--- src/rtl/keycode_report_decoder.sv ---
// Streams 8-byte HID boot-keyboard reports and tracks held W/S/A/D keys.
// Emits the most recently pressed still-held direction keycode and counts malformed reports.
module keycode_report_decoder #(
    parameter int unsigned NUM_KEYCODE_BYTES = 6
) (
    input  logic       Clk,
    input  logic       Reset_n,
    input  logic       rpt_valid,
    output logic       rpt_ready,
    input  logic [7:0] rpt_byte,
    input  logic       rpt_last,
    output logic [7:0] key,
    output logic       key_strobe,
    output logic [7:0] err_count
);

    localparam int unsigned IDX_W  = 3;
    localparam int unsigned BYTE_W = 8;
    localparam int unsigned MASK_W = 4;

    localparam logic [IDX_W-1:0]  FIRST_KC_IDX = IDX_W'(2);
    localparam logic [IDX_W-1:0]  LAST_IDX     = IDX_W'(NUM_KEYCODE_BYTES + 1);
    localparam logic [BYTE_W-1:0] KC_ROLLOVER  = BYTE_W'(8'h01);
    localparam logic [BYTE_W-1:0] KC_NONE      = BYTE_W'(8'h00);
    localparam logic [BYTE_W-1:0] ERR_MAX      = BYTE_W'(8'hFF);

    typedef enum logic [1:0] {
        ST_COLLECT = 2'd0,
        ST_COMMIT  = 2'd1,
        ST_SKIP    = 2'd2
    } state_e;

    state_e              state_q, state_d;
    logic [IDX_W-1:0]    idx_q, idx_d;
    logic [MASK_W-1:0]   cur_mask_q, cur_mask_d;
    logic [MASK_W-1:0]   prev_mask_q, prev_mask_d;
    logic [BYTE_W-1:0]   cand_q, cand_d;
    logic                cand_vld_q, cand_vld_d;
    logic [BYTE_W-1:0]   held_q, held_d;
    logic                held_vld_q, held_vld_d;
    logic                roll_q, roll_d;
    logic [BYTE_W-1:0]   key_q, key_d;
    logic                strobe_q, strobe_d;
    logic                ready_q, ready_d;
    logic [BYTE_W-1:0]   err_q, err_d;

    // Direction keycode to mask bit: up, down, left, right.
    function automatic logic [MASK_W-1:0] dir_onehot(input logic [BYTE_W-1:0] kc);
        logic [MASK_W-1:0] oh;
        oh = '0;
        case (kc)
            8'h1a:   oh = MASK_W'(4'b0001);
            8'h16:   oh = MASK_W'(4'b0010);
            8'h04:   oh = MASK_W'(4'b0100);
            8'h07:   oh = MASK_W'(4'b1000);
            default: oh = '0;
        endcase
        return oh;
    endfunction

    logic [MASK_W-1:0] byte_oh;
    logic [MASK_W-1:0] key_oh;
    logic              accept;
    logic              in_kc;
    logic              clear_rpt;
    logic              bump_err;

    assign byte_oh = dir_onehot(rpt_byte);
    assign key_oh  = dir_onehot(key_q);
    assign accept  = rpt_valid && ready_q;
    assign in_kc   = (idx_q >= FIRST_KC_IDX);

    always_ff @(posedge Clk or negedge Reset_n) begin
        if (!Reset_n) begin
            state_q     <= ST_COLLECT;
            idx_q       <= '0;
            cur_mask_q  <= '0;
            prev_mask_q <= '0;
            cand_q      <= '0;
            cand_vld_q  <= 1'b0;
            held_q      <= '0;
            held_vld_q  <= 1'b0;
            roll_q      <= 1'b1;
            key_q       <= KC_NONE;
            strobe_q    <= 1'b0;
            ready_q     <= 1'b1;
            err_q       <= '0;
        end else begin
            state_q     <= state_d;
            idx_q       <= idx_d;
            cur_mask_q  <= cur_mask_d;
            prev_mask_q <= prev_mask_d;
            cand_q      <= cand_d;
            cand_vld_q  <= cand_vld_d;
            held_q      <= held_d;
            held_vld_q  <= held_vld_d;
            roll_q      <= roll_d;
            key_q       <= key_d;
            strobe_q    <= strobe_d;
            ready_q     <= ready_d;
            err_q       <= err_d;
        end
    end

    always_comb begin
        state_d     = state_q;
        idx_d       = idx_q;
        cur_mask_d  = cur_mask_q;
        prev_mask_d = prev_mask_q;
        cand_d      = cand_q;
        cand_vld_d  = cand_vld_q;
        held_d      = held_q;
        held_vld_d  = held_vld_q;
        roll_d      = roll_q;
        key_d       = key_q;
        err_d       = err_q;
        clear_rpt   = 1'b0;
        bump_err    = 1'b0;

        case (state_q)
            ST_COLLECT: begin
                if (accept) begin
                    if (in_kc) begin
                        if (byte_oh != '0) begin
                            cur_mask_d = cur_mask_q | byte_oh;
                            held_d     = rpt_byte;
                            held_vld_d = 1'b1;
                            if ((prev_mask_q & byte_oh) == '0) begin
                                cand_d     = rpt_byte;
                                cand_vld_d = 1'b1;
                            end
                        end
                        if (rpt_byte != KC_ROLLOVER) begin
                            roll_d = 1'b0;
                        end
                    end
                    if (rpt_last) begin
                        if (idx_q == LAST_IDX) begin
                            state_d = ST_COMMIT;
                        end else begin
                            bump_err  = 1'b1;
                            clear_rpt = 1'b1;
                        end
                    end else if (idx_q == LAST_IDX) begin
                        bump_err  = 1'b1;
                        clear_rpt = 1'b1;
                        state_d   = ST_SKIP;
                    end else begin
                        idx_d = idx_q + IDX_W'(1);
                    end
                end
            end
            ST_SKIP: begin
                if (accept && rpt_last) begin
                    state_d = ST_COLLECT;
                end
            end
            ST_COMMIT: begin
                // A phantom-state (all 0x01) report leaves the key history untouched.
                if (!roll_q) begin
                    if (cand_vld_q) begin
                        key_d = cand_q;
                    end else if ((key_q != KC_NONE) && ((cur_mask_q & key_oh) != '0)) begin
                        key_d = key_q;
                    end else if (held_vld_q) begin
                        key_d = held_q;
                    end else begin
                        key_d = KC_NONE;
                    end
                    prev_mask_d = cur_mask_q;
                end
                clear_rpt = 1'b1;
                state_d   = ST_COLLECT;
            end
            default: begin
                clear_rpt = 1'b1;
                state_d   = ST_COLLECT;
            end
        endcase

        if (bump_err && (err_q != ERR_MAX)) begin
            err_d = err_q + BYTE_W'(1);
        end

        if (clear_rpt) begin
            idx_d      = '0;
            cur_mask_d = '0;
            cand_d     = '0;
            cand_vld_d = 1'b0;
            held_d     = '0;
            held_vld_d = 1'b0;
            roll_d     = 1'b1;
        end

        strobe_d = (key_d != key_q);
        ready_d  = (state_d != ST_COMMIT);
    end

    assign key        = key_q;
    assign key_strobe = strobe_q;
    assign rpt_ready  = ready_q;
    assign err_count  = err_q;

endmodule

--- config.mk ---
export PLATFORM = sky130hd
export DESIGN_NAME = keycode_report_decoder
export DESIGN_NICKNAME = d
export VERILOG_FILES = /design/src/rtl/keycode_report_decoder.sv
export SDC_FILE = /design/constraint.sdc
export NUM_CORES = 1
export LEC_CHECK = 0
export CAP_MARGIN = 10
export CORE_MARGIN = 3
export CORE_UTILIZATION = 60
export DETAILED_ROUTE_END_ITERATION = 10
export HOLD_SLACK_MARGIN = 0.05
export PLACE_DENSITY_LB_ADDON = 0.3
export SYNTH_ARGS = -nofsm -noshare
export SYNTH_HDL_FRONTEND = slang
export SYNTH_SLANG_ARGS = --single-unit
--- constraint.sdc ---
create_clock -name Clk -period 3.55 [get_ports Clk]
set_input_delay 0.355 -clock Clk [delete_from_list [all_inputs] [get_ports Clk]]
set_output_delay 0.355 -clock Clk [all_outputs]
set_load 0.02 [all_outputs]
==> reports/qor.yml <==
run_status: "complete, no violations"
ys_ff_latch: 50
die_height_um: 73.2
slew_headroom_pct: 29.1
cts_hold_buf: 0
cts_max_path_buffers: 2
worst_slack_ps: 1070
endpoint_kind: "flop"
first_global_vias: 2129
number_of_gates_resized_after_cts: 0
flow.area_growth_from_synthesis_pct: 13.8
timing.hold.ws_ps: 218
drt-pass1-iter-count: 4
synth_sequential_area_ratio_pct: 46.2
synth_cell_type_count: 60
worst_r2r_dst: "cand_q[1]"
pwr-share-clk_pct: 24.7
number_of_design_rule_violations_left_after_detail_routing: 0
die_area_um2: 5360
synth_edf_count: 0
met3_usage_pct: 4.96
clk_transition_reported_paths_ps: 100
r2r_start: "idx_q[1]"
clk-insertion-delay-late_ps: 320
leakagePower_nw: 1.30
cts_sinks: 50
post-cts-setup-buffer-count: 0
syn_nets: 288
core_um2: 4170
most_used_cell_cp: "sky130_fd_sc_hd__ha_1"
synth_top_area_share_pct: 44.3
p_int_uw: 936
path_cells: "ha_1, ha_1, xnor2_4, o21bai_2, nor4_2, nor3_4, nand3_1, o21ai_0"
final.setup_skew_ps: 13.7
gr-usage-met1_pct: 32.2
setup_total_negative_slack_ps: 0
global_route.overflow_total: 0
cts-root-buf: "sky130_fd_sc_hd__clkbuf_8"
timing.final.setup_violations: 0
timing_worst_setup_path_type: "reg2reg"
pin_count: 30
cp_num_buf_inv: 0
library_cell_occupying_the_most_area_in_the_post_synthesis_netlist: "sky130_fd_sc_hd__dfrtp_1"
timing.critical_path.fanout_max: 14
syn_avg_cell_area_um2: 9.97
post_route_cells_drive_above_1_share_pct: 12.0
antenna_cells: 0
critPathArrivalTime_ps: 2700
placedCellCount: 342
grt.total_usage_pct: 25.0
critical_path.slowest_cell: "sky130_fd_sc_hd__nor3_4"
route.antenna.remaining_nets: 0
postRouteWirelength_um: 5840
vdd_ir_drop_max_v: 0.000427
core.rowCount: 23
critical_path.max_stage_delay_ps: 460
total_power_mw: 1.41
async_flop_share_pct: 100
worstSetupStartpointType: "flop"
swShare_pct: 33.5
worst-slew-pin-transition_ps: 1060
worst_path_dominant_cell_family: "simple AND/OR/NAND/NOR gates"
port_buffers: 29
wl_per_cell_um: 16.7
tritoncts.num_buffers: 5
ys.warnings.count: 0
fin_crit_ps: 2480
fin_crit_sh_pct: 69.7
grt.busiest_layer: "met2"
timing.reg2reg.worst_path_depth: 8
most_frequent_cells_in_the_layout: "sky130_fd_sc_hd__nand2_1, sky130_fd_sc_hd__dfrtp_1, sky130_fd_sc_hd__clkdlybuf4s50_1"
routabilityCongestion: 0.838
initial_utilization_pct: 65.0
powerDensity_nw_per_um2: 456
place_ws_ps: 858
cts_h_tree_lvls: 2
dpl.hpwl_um: 4160
power_frac_comb_pct: 23.7
synth_cells: 272
min_path_type: "in2async"
layoutNonFillerInstCount: 350
maxSlewViolCount: 0
max-cap-violations: 0
timing.reg2reg.setup_slack_ps: 1070
die_width_um: 73.2
final-hold-violation-count: 0
final_nets: 315
antenna_violations_before_repair: 0
routed_via_density: 6.08
grt_use_met2_pct: 40.4
timing.critical_path.required_ps: 3780
grt_first_pass_wirelength_um: 10300
clock.fmax_mhz: 404
num_vias: 2129
portion_of_total_power_attributed_to_sequential_cells_pct: 51.6
mappedNetlistArea_um2: 2710
rsz_0062_raised_after_global_routing: "no"
synthTopCellsByArea: "sky130_fd_sc_hd__dfrtp_1, sky130_fd_sc_hd__nand2_1, sky130_fd_sc_hd__xnor2_1, sky130_fd_sc_hd__nor2_1, sky130_fd_sc_hd__a21oi_1"
synth_ff_type: "sky130_fd_sc_hd__dfrtp_1"
tritoncts: "yes"
power_switching_uw: 471
grt_max_degree: 51
drt_iter0_drc: 200
[synth_stat cells (all sizes together) (3+ instances only)]
cell type / count
xor2: 6
clkbuf: 4
o21ai: 19
nand3b: 5
a31oi: 3
or2: 3
dfrtp: 48
nand2: 48
a22oi: 7
buf: 5
nor3b: 3
ha: 4
nor2: 18
and2: 6
xnor2: 10
nor4: 6
inv: 8
a21oi: 13
nor3: 7
nand3: 10
[per-layer routing]
metal	wire length [µm]	vias to the layer above
met3	262	18
met1	2470	1024
li1	-	1030
met4	176	0
met2	2930	57
met5	0	-
[state kept, by name, indices dropped and copies added, names as in the netlist]
signal / count
key_strobe: 1
cand_q: 8
key: 8
idx_q: 3
rpt_ready: 1
prev_mask_q: 4
cur_mask_q: 4
roll_q: 1
err_count: 8
held_vld_q: 1
state_q: 2
held_q: 8
cand_vld_q: 1
[how the worst max path moves through the flow]
stage	start	to	slack (ps)	cells past startpoint
floorplan	idx_q[1]	held_vld_q	1370	8
detailed placement	rpt_byte[0]	cand_q[3]	860	6
global route	idx_q[1]	cand_q[3]	850	8
CTS	idx_q[1]	cand_q[1]	1070	8
finish	idx_q[1]	cand_q[1]	1070	8
global placement	rpt_byte[0]	cand_q[3]	960	7
[power by group through the flow]
stage	sequential, mW	combinational [mW]	clock [mW]
floorplan	0.750	0.173	0
global placement	0.726	0.321	0
detailed placement	0.732	0.334	0
CTS	0.724	0.337	0.355
global route	0.741	0.366	0.376
finish	0.725	0.334	0.348
[through the flow]
stage / instance area [µm²] / utilization (%)
after floorplan: 2710 / -
after global placement: 2990 / 71.7
after detailed placement: 2990 / 71.7
after CTS: 3090 / 74.0
after global routing: 3090 / 74.0
final: 3090 / 74.0
[cell families (layout without fill, tap and decap cells)]
family,after synthesis,in the layout,share of synthesized area (%)
fa+ha+maj,4,4,1.85
xor+xnor,16,16,5.86
mux,2,2,0.784
simple gates,124,124,26.1
compound gates,59,59,15.6
buf+inv,17,45,3.60
flops,50,50,46.2
[layout make-up]
cell class,instances,area [µm²]
Multi-Input combinational cell,205,1360
Sequential cell,50,1250
Fill cell,310,1090
Timing Repair Buffer,29,285
Clock buffer,5,68.8
Tap cell,50,62.6
Inverter,8,30.0
Clock inverter,3,25.0
(Power assumes the default switching activity.)
